File: config.mk
export PLATFORM = sky130hd
export DESIGN_NAME = pxie_cmd_decoder
export DESIGN_NICKNAME = d
export VERILOG_FILES = /design/src/rtl/pxie_cmd_decoder.sv
export SDC_FILE = /design/constraint.sdc
export NUM_CORES = 1
export LEC_CHECK = 0
export CORE_UTILIZATION = 25
export DETAILED_ROUTE_END_ITERATION = 12
export DONT_BUFFER_PORTS = 1
export GPL_ROUTABILITY_DRIVEN = 0
export HOLD_SLACK_MARGIN = 0.05
export PLACE_DENSITY = 0.49
export SYNTH_ARGS = -nofsm -noshare
export SYNTH_HDL_FRONTEND = slang
export SYNTH_SLANG_ARGS = --single-unit
File: constraint.sdc
create_clock -name I_PXIE_CLK -period 3.4 [get_ports I_PXIE_CLK]
set_clock_uncertainty 0.05 [all_clocks]
set_input_delay 0.34 -clock I_PXIE_CLK [delete_from_list [all_inputs] [get_ports I_PXIE_CLK]]
set_output_delay 0.34 -clock I_PXIE_CLK [all_outputs]
set_load 0.01 [all_outputs]
File: src/rtl/pxie_cmd_decoder.sv
// pxie_cmd_decoder: decodes 0xEB9C-tagged PXIe header words into command pulses,
// config registers, a readback request and counted RAM write bursts.
module pxie_cmd_decoder #(
  parameter int DATA_W    = 128,
  parameter int N_CH      = 4,
  parameter int ADDR_W    = 32,
  parameter int PULSE_LEN = 50,
  parameter int TIMEOUT   = 1024
) (
  input  logic              I_PXIE_CLK,
  input  logic              I_Rst_n,
  input  logic [DATA_W-1:0] I_PXIE_DATA,
  input  logic              I_PXIE_DATA_VLD,
  output logic              O_Rst,
  output logic              O_Trig,
  output logic              O_Run,
  output logic [31:0]       O_Trig_Num,
  output logic [31:0]       O_Trig_Step,
  output logic [N_CH-1:0]   O_ram_wren,
  output logic [ADDR_W-1:0] O_ram_addr,
  output logic [DATA_W-1:0] O_ram_data,
  output logic [15:0]       O_c2h_addr,
  output logic [15:0]       O_c2h_len,
  output logic              O_c2h_en,
  output logic              O_busy,
  output logic [15:0]       O_err_cnt
);
  typedef enum logic [1:0] {ST_IDLE, ST_PULSE, ST_BURST} state_t;
  state_t state_q;
  logic [7:0] pcnt_q;
  logic [15:0] tcnt_q, bcnt_q;
  logic [ADDR_W-1:0] addr_q;
  logic [3:0] ch_q;
  logic [15:0] op, cnt, err_d;
  logic [31:0] arg;
  logic is_hdr, is_pulse, is_wr;
  assign op = I_PXIE_DATA[15:0];
  assign cnt = I_PXIE_DATA[47:32];
  assign arg = I_PXIE_DATA[127:96];
  assign is_hdr = I_PXIE_DATA_VLD && I_PXIE_DATA[63:48] == 16'hEB9C;
  assign is_pulse = op == 16'h0001 || op == 16'h0002 || op == 16'h0005;
  assign is_wr = op[15:4] == 12'h200 && {1'b0, op[3:0]} < 5'(N_CH) && cnt != 16'd0;
  assign err_d = O_err_cnt + {15'd0, O_err_cnt != 16'hFFFF};
  assign O_busy = state_q != ST_IDLE;
  always_ff @(posedge I_PXIE_CLK or negedge I_Rst_n)
    if (!I_Rst_n) begin
      state_q <= ST_IDLE;
      pcnt_q <= '0;
      tcnt_q <= '0;
      bcnt_q <= '0;
      addr_q <= '0;
      ch_q <= '0;
      O_Rst <= 1'b0;
      O_Trig <= 1'b0;
      O_Run <= 1'b0;
      O_Trig_Num <= '0;
      O_Trig_Step <= '0;
      O_ram_wren <= '0;
      O_ram_addr <= '0;
      O_ram_data <= '0;
      O_c2h_addr <= '0;
      O_c2h_len <= '0;
      O_c2h_en <= 1'b0;
      O_err_cnt <= '0;
    end else begin
      O_ram_wren <= '0;
      O_c2h_en <= 1'b0;
      case (state_q)
        ST_IDLE:
          if (is_hdr) begin
            if (is_pulse) begin
              state_q <= ST_PULSE;
              pcnt_q <= 8'(PULSE_LEN - 1);
              O_Rst <= op == 16'h0001;
              O_Trig <= op == 16'h0002;
              O_Run <= op == 16'h0005;
            end else if (op == 16'h0003) O_Trig_Num <= arg;
            else if (op == 16'h0004) O_Trig_Step <= arg;
            else if (op == 16'h1010) begin
              O_c2h_addr <= arg[15:0];
              O_c2h_len <= arg[31:16];
              O_c2h_en <= 1'b1;
            end else if (is_wr) begin
              state_q <= ST_BURST;
              ch_q <= op[3:0];
              bcnt_q <= cnt;
              addr_q <= arg[ADDR_W-1:0];
              tcnt_q <= '0;
            end else O_err_cnt <= err_d;
          end
        ST_PULSE: begin
          if (pcnt_q == 8'd0) begin
            state_q <= ST_IDLE;
            O_Rst <= 1'b0;
            O_Trig <= 1'b0;
            O_Run <= 1'b0;
          end else pcnt_q <= pcnt_q - 8'd1;
          if (is_hdr) O_err_cnt <= err_d;
        end
        ST_BURST:
          // payload words are written raw; the magic tag means nothing here
          if (I_PXIE_DATA_VLD) begin
            O_ram_wren <= N_CH'(1) << ch_q;
            O_ram_addr <= addr_q;
            O_ram_data <= I_PXIE_DATA;
            addr_q <= addr_q + 1'b1;
            bcnt_q <= bcnt_q - 16'd1;
            tcnt_q <= '0;
            if (bcnt_q == 16'd1) state_q <= ST_IDLE;
          end else if (tcnt_q == 16'(TIMEOUT - 1)) begin
            state_q <= ST_IDLE;
            O_err_cnt <= err_d;
          end else tcnt_q <= tcnt_q + 16'd1;
        default: state_q <= ST_IDLE;
      endcase
    end
endmodule

==> impl_metrics.json, run 1 <==
{
  "worst_hold_slack_ns": -0.5637,
  "antenna_cells": 0,
  "p_seq_share_pct": 46.5,
  "failed_checks": "hold timing",
  "power_frac_comb_pct": 3.9,
  "ys_top_cells_by_area": "dfrtp_1 59%, mux2_2 19%, a21oi_1 2.1%, nand2_1 1.8%, o21ai_0 1.4%",
  "synthFlopType": "dfrtp_1",
  "cts.clk_slew.worst_paths_ns": 0.06,
  "r2r-end": "addr_q[7]",
  "dr.pass1.iters": 5,
  "tritoncts": "yes",
  "avgViaCountPerCell": 4.884,
  "synth-seq-area-share_pct": 58.55,
  "tns_ns": 0,
  "rsz0062_at_grt": "no",
  "initial_core_util_pct": 25.35,
  "finalSetupViolCount": 0,
  "drv_slew": 0,
  "syn_inst": 1220,
  "drc": 0,
  "fin_crit_sh_pct": 80.93,
  "yosys_warnings": 0,
  "fillers": 6067,
  "syn_area_sq_mm": 0.01530,
  "end_kind": "flip-flop",
  "die_x_microns": 249.4,
  "power.internal_mw": 7.367,
  "drtIter0Drc": 633,
  "powerDensity_mw_per_mm2": 503.9,
  "irDropWorstVdd_mv": 0.2750,
  "hold_buffers": 129,
  "swShare_pct": 23.07,
  "ctsResizeCount": 0,
  "grt_max_degree": 359,
  "r2r-start": "state_q[0]",
  "cts_setup_buffers": 0,
  "async_reset_ff_share_pct": 100.0,
  "antenna_found_initial": 1,
  "synth_nets": 1359,
  "core_sq_mm": 0.06036,
  "clkSinkCount": 358,
  "cts_buffers": 43,
  "min_period_ns": 2.752,
  "hold_violations": 358,
  "power_mw": 9.577,
  "critPathLaunchType": "flip-flop",
  "p_sw_mw": 2.210,
  "clock_latency_ns": 0.57,
  "wl_per_cell_microns": 20.99,
  "yosysUniqueCellTypes": 63,
  "dieHeight_microns": 249.4,
  "worstMarginPinSlew_ns": 1.281,
  "synth_edf_count": 0,
  "crit_path_max_fanout": 40,
  "maxCapViolCount": 0,
  "grt_pass1_vias": 10787,
  "reg2reg_slack_ns": 0.65,
  "grt_usage_pct": 14.37,
  "ctsRootBufferMaster": "clkbuf_16",
  "final_layout_size_suffix_gt1_share_pct": 26.77,
  "yosys.area.top_type": "dfrtp_1",
  "rows": 90,
  "dpl.hpwl_microns": 28820,
  "ys_seq_elements": 358,
  "critPathArrivalTime_ns": 3.16,
  "totalWireLength_microns": 45510,
  "cts_max_path_buffers": 3,
  "grt-ovfl-total": 0,
  "yosys.area.top_type_share_pct": 58.55,
  "syn_avg_cell_area_sq_um": 12.54,
  "grt_pass1_wl_microns": 69330,
  "status": "finished, violations left",
  "port_buffers": 0,
  "slew-limit-headroom_pct": 14.58,
  "leakage_nw": 8.950,
  "fin_util_pct": 31.49,
  "ant_nets": 0,
  "fin_nets": 1492,
  "hp-class": "input pin to async pin",
  "h-tree-depth": 2,
  "dieArea_sq_mm": 0.06220,
  "syn_to_final_growth_pct": 24.20,
  "cp.required_ns": 3.81,
  "criticalPathCategory": "flip-flop to flip-flop",
  "ios": 412,
  "clock_power_share_pct": 49.6,
  "fmax_mhz": 363.4,
  "rr_worst_depth": 7,
  "via_count": 10588
}
## how the worst max path moves through the flow
stage | from | endpoint | slack [ns] | depth (start not counted)
floorplan | I_PXIE_DATA[9] | addr_q[20] | 0.77 | 8
global placement | I_PXIE_DATA[9] | addr_q[20] | 0.39 | 7
detailed placement | I_PXIE_DATA[9] | addr_q[24] | 0.36 | 7
CTS | state_q[0] | addr_q[24] | 0.62 | 7
global route | state_q[0] | addr_q[7] | 0.48 | 7
finish | state_q[0] | addr_q[7] | 0.65 | 7
## flip-flops by register name, summed over array words and instances, names as in the netlist, 32 cells and up
name	cells
O_Trig_Step	32
addr_q	32
O_ram_addr	32
O_ram_data	128
O_Trig_Num	32
## critical path, cell delays in order, from the launching register on
cell and delay (ns):
dfrtp_1 0.48, nor2_1 0.35, inv_1 0.31, o41ai_4 0.55, o21a_2 0.30, buf_12 0.22, o21ai_1 0.10, a22o_1 0.23
## synth_stat cells, drive strengths merged, types with 3 or more instances
| cell type | n |
|---|---|
| ha | 8 |
| nor3b | 4 |
| nand3 | 32 |
| o21ai | 48 |
| a31oi | 14 |
| o22ai | 16 |
| a21o | 3 |
| a211o | 6 |
| a2bb2oi | 3 |
| o31ai | 4 |
| xnor2 | 14 |
| o22a | 6 |
| a22o | 7 |
| nor3 | 30 |
| nand4 | 17 |
| o21a | 3 |
| a21oi | 65 |
| xor2 | 4 |
| nand2b | 7 |
| nor2 | 51 |
| clkbuf | 43 |
| mux2 | 259 |
| buf | 18 |
| inv | 12 |
| a211oi | 5 |
| a22oi | 6 |
| or2 | 6 |
| and3 | 23 |
| nor2b | 5 |
| o2bb2ai | 6 |
| nand2 | 73 |
| dfrtp | 358 |
| nor4 | 11 |
| and2 | 7 |
| or4 | 10 |
| or3 | 6 |
| and4 | 8 |
## cells in the final DEF, fill, tap and decap left out, types with 7 or more instances in the layout
cell           count
a21oi_1           65
a22o_1             7
a31oi_1           14
and2_1             7
and3_1            23
and4_1             7
buf_4             15
clkbuf_16         44
clkinv_2           9
dfrtp_1          358
dlygate4sd3_1    129
ha_1               8
inv_1             12
mux2_2           258
nand2_1           71
nand3_1           32
nand4_1           17
nor2_1            51
nor3_1            30
nor4_1            10
o21ai_0           44
o22ai_1           16
or4_1              8
xnor2_1           14
## power groups by stage
| stage | sequential, mW | clock (mW) | combinational (mW) |
|---|---|---|---|
| final | 4.45 | 4.75 | 0.369 |
| after global routing | 4.46 | 5.07 | 0.410 |
| after CTS | 4.45 | 4.91 | 0.370 |
| after detailed placement | 4.53 | 0 | 0.203 |
| after global placement | 4.53 | 0 | 0.197 |
| after floorplan | 4.50 | 0 | 0.170 |
## routing by layer
metal  track usage (%)  vias up  part of all wire [%]
met1             18.30     5430                    43
met2             22.80      343                    47
met4             5.026        2                   2.9
met5                 0        -                 0.029
met3             4.652       71                   7.4
li1                  -     4742                     -
## cell type report
class                   instances  area (sq um)  area share (%)
well taps                     782         978.4           5.148
inverters                      12         45.04          0.2370
flip-flops and latches        358          8959           47.14
clock buffers                  56          1206           6.347
clock inverters                22         250.2           1.317
multi-input cells             789          6062           31.90
repair buffers                149          1504           7.914
## stage by stage
stage	setup WS, ns	instances	cell area (sq um)	hold slack, ns
3_3_place_gp	0.3879	1961	16260	0.001407
5_1_grt	0.4813	2168	19000	-0.6011
4_1_cts	0.6193	2168	19000	-0.6086
6_report	0.6483	2168	19000	-0.5637
2_1_floorplan	0.7660	1220	15300	-0.005591
3_5_place_dp	0.3608	1961	16260	-0.001599
## cell families (layout without fill, tap and decap cells)
logic type / count (synthesis) / in the layout / share of synthesized area, %
fa+ha+maj: 8 / 8 / 0.6542
buf+inv: 73 / 239 / 2.028
xor+xnor: 18 / 18 / 1.030
simple gates: 298 / 298 / 10.13
flops: 358 / 358 / 58.55
mux: 261 / 261 / 19.19
compound gates: 204 / 204 / 8.415
Note: power is estimated with default switching activity, not from simulation.
==> run 2: changes to the inputs <==
- PLACE_DENSITY: 0.49 -> 0.51
- clock period: 3.4 -> 2.2 ns (I/O delays scaled with it)
==> impl_metrics.json, run 2 (same netlist as run 1, synthesis figures left out) <==
{
  "status": "finished, violations left",
  "failed_checks": "hold timing, setup timing",
  "fin_ws_ns": -0.1466,
  "grt_usage_pct": 14.23,
  "tritoncts": "yes",
  "grt_pass1_vias": 11060,
  "critPathMostFrequentCell": "and3_4",
  "rows": 90,
  "critPathLaunchType": "flip-flop",
  "drc": 0,
  "endpoint": "O_err_cnt[15]",
  "grt_max_degree": 359,
  "dr.pass1.iters": 4,
  "power_mw": 14.73,
  "clkSinkCount": 358,
  "cts_buffers": 43,
  "route.top_layer_used": "met4",
  "cp.required_ns": 2.59,
  "via_count": 10806,
  "rsz0062_at_grt": "yes",
  "worstPathCellList": "and4_1 -> and3_4 -> and2_4 -> nand4_1 -> ha_2 -> and3_4 -> and3_4 -> and3_4 -> and3_4 -> nand4b_1 -> xnor2_1",
  "r2r-start": "O_err_cnt[2]",
  "irDropWorstVdd_mv": 0.3980,
  "crit_path_max_fanout": 4,
  "rr_worst_depth": 11,
  "critPathArrivalTime_ns": 2.74,
  "dieArea_sq_mm": 0.06220,
  "finalSetupViolCount": 5,
  "dpl.hpwl_microns": 29710,
  "slowest_stage": "dfrtp_1",
  "initial_core_util_pct": 25.35,
  "powerDensity_mw_per_mm2": 741.5,
  "totalWireLength_microns": 45900,
  "drtIter0Drc": 642,
  "wl_met3_microns": 2965,
  "ant_nets": 0,
  "criticalPathCategory": "flip-flop to flip-flop",
  "hold_violations": 358,
  "cpPeakStageDelay_ns": 0.37,
  "h-tree-depth": 2,
  "maxCapViolCount": 0,
  "wl_met2_microns": 21810,
  "hp-class": "input pin to async pin",
  "end_kind": "flip-flop",
  "cts_max_path_buffers": 3,
  "cts.clk_slew.worst_paths_ns": 0.06,
  "die_x_microns": 249.4,
  "ios": 412,
  "path_delay_family": "simple AND/OR/NAND/NOR gates",
  "largest_reg_flops": 128,
  "largest-register": "O_ram_data",
  "slew-limit-headroom_pct": 42.96,
  "hold_buffers": 130,
  "fmax_mhz": 426.1,
  "avgViaCountPerCell": 4.801,
  "cp.depth": 11,
  "dieHeight_microns": 249.4,
  "fin_crit_sh_pct": 106.7,
  "antenna_found_initial": 0,
  "leakage_nw": 9.419,
  "final_layout_size_suffix_gt1_share_pct": 33.08,
  "syn_to_final_growth_pct": 29.86,
  "reg2reg_slack_ns": -0.15,
  "drv_slew": 0,
  "grt_pass1_wl_microns": 69430,
  "wl_per_cell_microns": 20.39,
  "clock_latency_ns": 0.57,
  "antenna_cells": 0,
  "startpoint": "O_err_cnt[2]",
  "path_buf_inv": 0,
  "placed_area_sq_mm": 0.01691,
  "worst_hold_slack_ns": -0.6856,
  "core_sq_mm": 0.06036,
  "worstMarginPinSlew_ns": 0.8555,
  "final_common_cell": "dfrtp_1",
  "min_period_ns": 2.347,
  "ctsRootBufferMaster": "clkbuf_16",
  "m1WireLength_microns": 19900,
  "grt-ovfl-total": 0,
  "final_cell_mix": "356 x dfrtp_1, 258 x mux2_2, 129 x dlygate4sd3_1",
  "port_buffers": 0,
  "r2r-end": "O_err_cnt[15]",
  "fin_nets": 1578,
  "fin_area_sq_mm": 0.01987
}
==> run 2: cell types whose count changed in the layout (fill, tap and decap cells not counted), moves of 4 or more <==
| cell | change |
|---|---|
| nor3_2 | +5 |
| clkinv_4 | +4 |
| and3_4 | +5 |
| nor2_1 | -4 |
| nor3_1 | -5 |
| buf_4 | +76 |
| clkinv_2 | -5 |
| and3_1 | -5 |
| buf_12 | +5 |
==> run 2: worst min-delay path by stage <==
stage / slack [ns] / cells after the start / end
after floorplan: -0.13 / 0 / O_Rst
after global placement: -0.12 / 0 / O_c2h_len[8]
after detailed placement: -0.12 / 0 / O_ram_data[121]
after CTS: -0.74 / 0 / O_ram_addr[30]
after global routing: -0.72 / 0 / O_ram_data[121]
final: -0.69 / 0 / O_ram_data[121]
==> run 2: layout make-up <==
class | count | area [sq um]
timing repair buffer | 235 | 2260
clock inverter | 22 | 234.0
sequential | 358 | 8961
multi-input combinational | 789 | 6208
tap | 782 | 978.4
clock buffer | 53 | 1184
fill | 5982 | 40490
inverter | 12 | 45.04
==> run 2: timing repair <==
action,CTS,global route
setup buffers,2,4
resized for setup,11,25
cloned,0,2
endpoints found under the setup margin,22,131
pin swaps,10,11
endpoints found under the hold margin,647,358
==> run 2: metal layers <==
metal  vias up  GRT usage [%]
met5         -              0
met4         0          4.885
met3        71          3.974
met2       310          22.94
met1      5516          18.26
li1       4909              -
==> run 2: power by group <==
group	total, mW	switching [mW]	internal, mW
clock	7.11	2.91	4.20
combinational	0.819	0.384	0.435
sequential	6.80	0.0994	6.70
==> run 2: worst reg2reg max path: stages (launching register included) <==
cell and delay [ns]:
dfrtp_1 0.37, and4_1 0.22, and3_4 0.15, and2_4 0.15
nand4_1 0.08, ha_2 0.18, and3_4 0.18, and3_4 0.17
and3_4 0.18, and3_4 0.20, nand4b_1 0.14, xnor2_1 0.16
==> run 2: through the flow <==
step | TNS, ns | std cells | setup WS, ns | utilization, %
after floorplan | -19.62 | 1220 | -0.1928 | -
after global placement | -59.49 | 2038 | -0.4709 | 28.01
after detailed placement | -64.66 | 2038 | -0.5092 | 28.01
after CTS | -0.5117 | 2245 | -0.1583 | 32.62
after global routing | -0.7890 | 2251 | -0.1969 | 32.92
final | -0.4355 | 2251 | -0.1466 | 32.92
==> run 3: changes to the inputs <==
- MAX_ROUTING_LAYER: default -> met4
- SLEW_MARGIN: default -> 20
==> impl_metrics.json, run 3 (same netlist as run 1, synthesis figures left out) <==
{
  "status": "finished, violations left",
  "failed_checks": "hold timing, setup timing",
  "leakage_nw": 9.418,
  "clkSinkCount": 358,
  "worst_hold_slack_ns": -0.6864,
  "r2r-start": "O_err_cnt[2]",
  "dieArea_sq_mm": 0.06220,
  "worstPathCellList": "and4_1 -> and3_4 -> and2_4 -> nand4_1 -> ha_2 -> and3_4 -> and3_4 -> and3_4 -> and3_4 -> nand4b_1 -> xnor2_1",
  "wl_met2_microns": 21890,
  "rows": 90,
  "route.top_layer_used": "met4",
  "placed_area_sq_mm": 0.01691,
  "fin_area_sq_mm": 0.01987,
  "grt_usage_pct": 14.65,
  "preCtsSetupSlack_ns": -0.5092,
  "endpoint": "O_err_cnt[15]",
  "critPathLaunchType": "flip-flop",
  "final_cell_mix": "356 x dfrtp_1, 258 x mux2_2, 129 x dlygate4sd3_1",
  "fin_ws_ns": -0.1373,
  "grt-ovfl-total": 0,
  "maxCapViolCount": 0,
  "m1WireLength_microns": 19850,
  "final_common_cell": "dfrtp_1",
  "ctsRootBufferMaster": "clkbuf_16",
  "end_kind": "flip-flop",
  "largest-register": "O_ram_data",
  "wl_per_cell_microns": 20.34,
  "slowest_stage": "dfrtp_1",
  "h-tree-depth": 2,
  "ant_nets": 0,
  "cts_max_path_buffers": 3,
  "dieHeight_microns": 249.4,
  "wl_met3_microns": 2903,
  "via_count": 10861,
  "hold_buffers": 130,
  "cp.depth": 11,
  "startpoint": "O_err_cnt[2]",
  "cts_buffers": 43,
  "ios": 412,
  "path_buf_inv": 0,
  "initial_core_util_pct": 25.35,
  "dr.pass1.iters": 4,
  "syn_to_final_growth_pct": 29.83,
  "cpPeakStageDelay_ns": 0.37,
  "min_period_ns": 2.337,
  "antenna_cells": 0,
  "die_x_microns": 249.4,
  "final_layout_size_suffix_gt1_share_pct": 33.08,
  "power_mw": 14.73,
  "largest_reg_flops": 128,
  "drtIter0Drc": 589,
  "criticalPathCategory": "flip-flop to flip-flop",
  "critPathMostFrequentCell": "and3_4",
  "fmax_mhz": 427.8,
  "fin_nets": 1578,
  "core_sq_mm": 0.06036,
  "grt_pass1_wl_microns": 69350,
  "rsz0062_at_grt": "yes",
  "clock_latency_ns": 0.57,
  "hp-class": "input pin to async pin",
  "fin_util_pct": 32.91,
  "grt_max_degree": 359,
  "drv_slew": 0,
  "path_delay_family": "simple AND/OR/NAND/NOR gates",
  "cts.clk_slew.worst_paths_ns": 0.06,
  "antenna_found_initial": 0,
  "fin_crit_sh_pct": 106.2,
  "drc": 0,
  "grt_pass1_vias": 11089,
  "reg2reg_slack_ns": -0.14,
  "tns_ns": -0.4061,
  "tritoncts": "yes",
  "slew-limit-headroom_pct": 55.69,
  "cp.required_ns": 2.59,
  "irDropWorstVdd_mv": 0.3980,
  "totalWireLength_microns": 45790,
  "avgViaCountPerCell": 4.825,
  "r2r-end": "O_err_cnt[15]",
  "crit_path_max_fanout": 4,
  "critPathArrivalTime_ns": 2.73,
  "finalSetupViolCount": 5,
  "port_buffers": 0,
  "hold_violations": 358,
  "powerDensity_mw_per_mm2": 741.6,
  "rr_worst_depth": 11,
  "worstMarginPinSlew_ns": 0.6646,
  "dpl.hpwl_microns": 29710
}
==> run 3: cell types whose count changed in the layout (fill, tap and decap cells not counted) <==
cell    previous run  this run
nor2_2             3         4
nor2_4             1         0
==> run 3: timing repair <==
action	CTS	global route
endpoints found under the setup margin	22	131
buffers inserted	2	4
hold endpoints to repair	647	358
cloned	0	2
gates resized for setup	11	24
pin swaps	10	11
==> run 3: layout make-up <==
cell class              count  area (sq um)
well taps                 782         978.4
clock buffers              53          1184
flip-flops and latches    358          8961
fillers                  5983         40490
clock inverters            22         234.0
multi-input cells         789          6203
inverters                  12         45.04
repair buffers            235          2260
==> run 3: worst reg2reg max path: cells and delay by family, from the launching register on <==
family / cells / cell delay [ns]
adders and majority gates: 1 / 0.18
DFF: 1 / 0.37
xor gates and xnor gates: 1 / 0.16
and+or+nand+nor: 9 / 1.46
==> run 3: power by group <==
group,switching [mW],internal [mW]
clock network,2.91,4.20
logic,0.385,0.435
registers,0.0988,6.70
total,3.40,11.3
==> run 3: layer usage <==
layer,track usage (%),vias to the layer above
met5,-,-
met4,4.921,0
met3,3.901,72
met2,22.98,334
li1,-,4908
met1,18.24,5547
==> run 3: worst min-delay path by stage <==
stage          startpoint         endpoint  slack, ns  depth (start not counted)
4_1_cts           I_Rst_n   O_ram_addr[30]      -0.74                          0
2_1_floorplan     I_Rst_n            O_Rst      -0.13                          0
3_3_place_gp      I_Rst_n     O_c2h_len[8]      -0.12                          0
5_1_grt           I_Rst_n  O_ram_data[121]      -0.72                          0
3_5_place_dp      I_Rst_n  O_ram_data[121]      -0.12                          0
6_report          I_Rst_n  O_ram_data[121]      -0.69                          0
==> run 3: stage by stage <==
| step | instances | hold slack [ns] |
|---|---|---|
| floorplan | 1220 | -0.1256 |
| global placement | 2038 | -0.1190 |
| detailed placement | 2038 | -0.1216 |
| CTS | 2245 | -0.7363 |
| global route | 2251 | -0.7221 |
| finish | 2251 | -0.6864 |
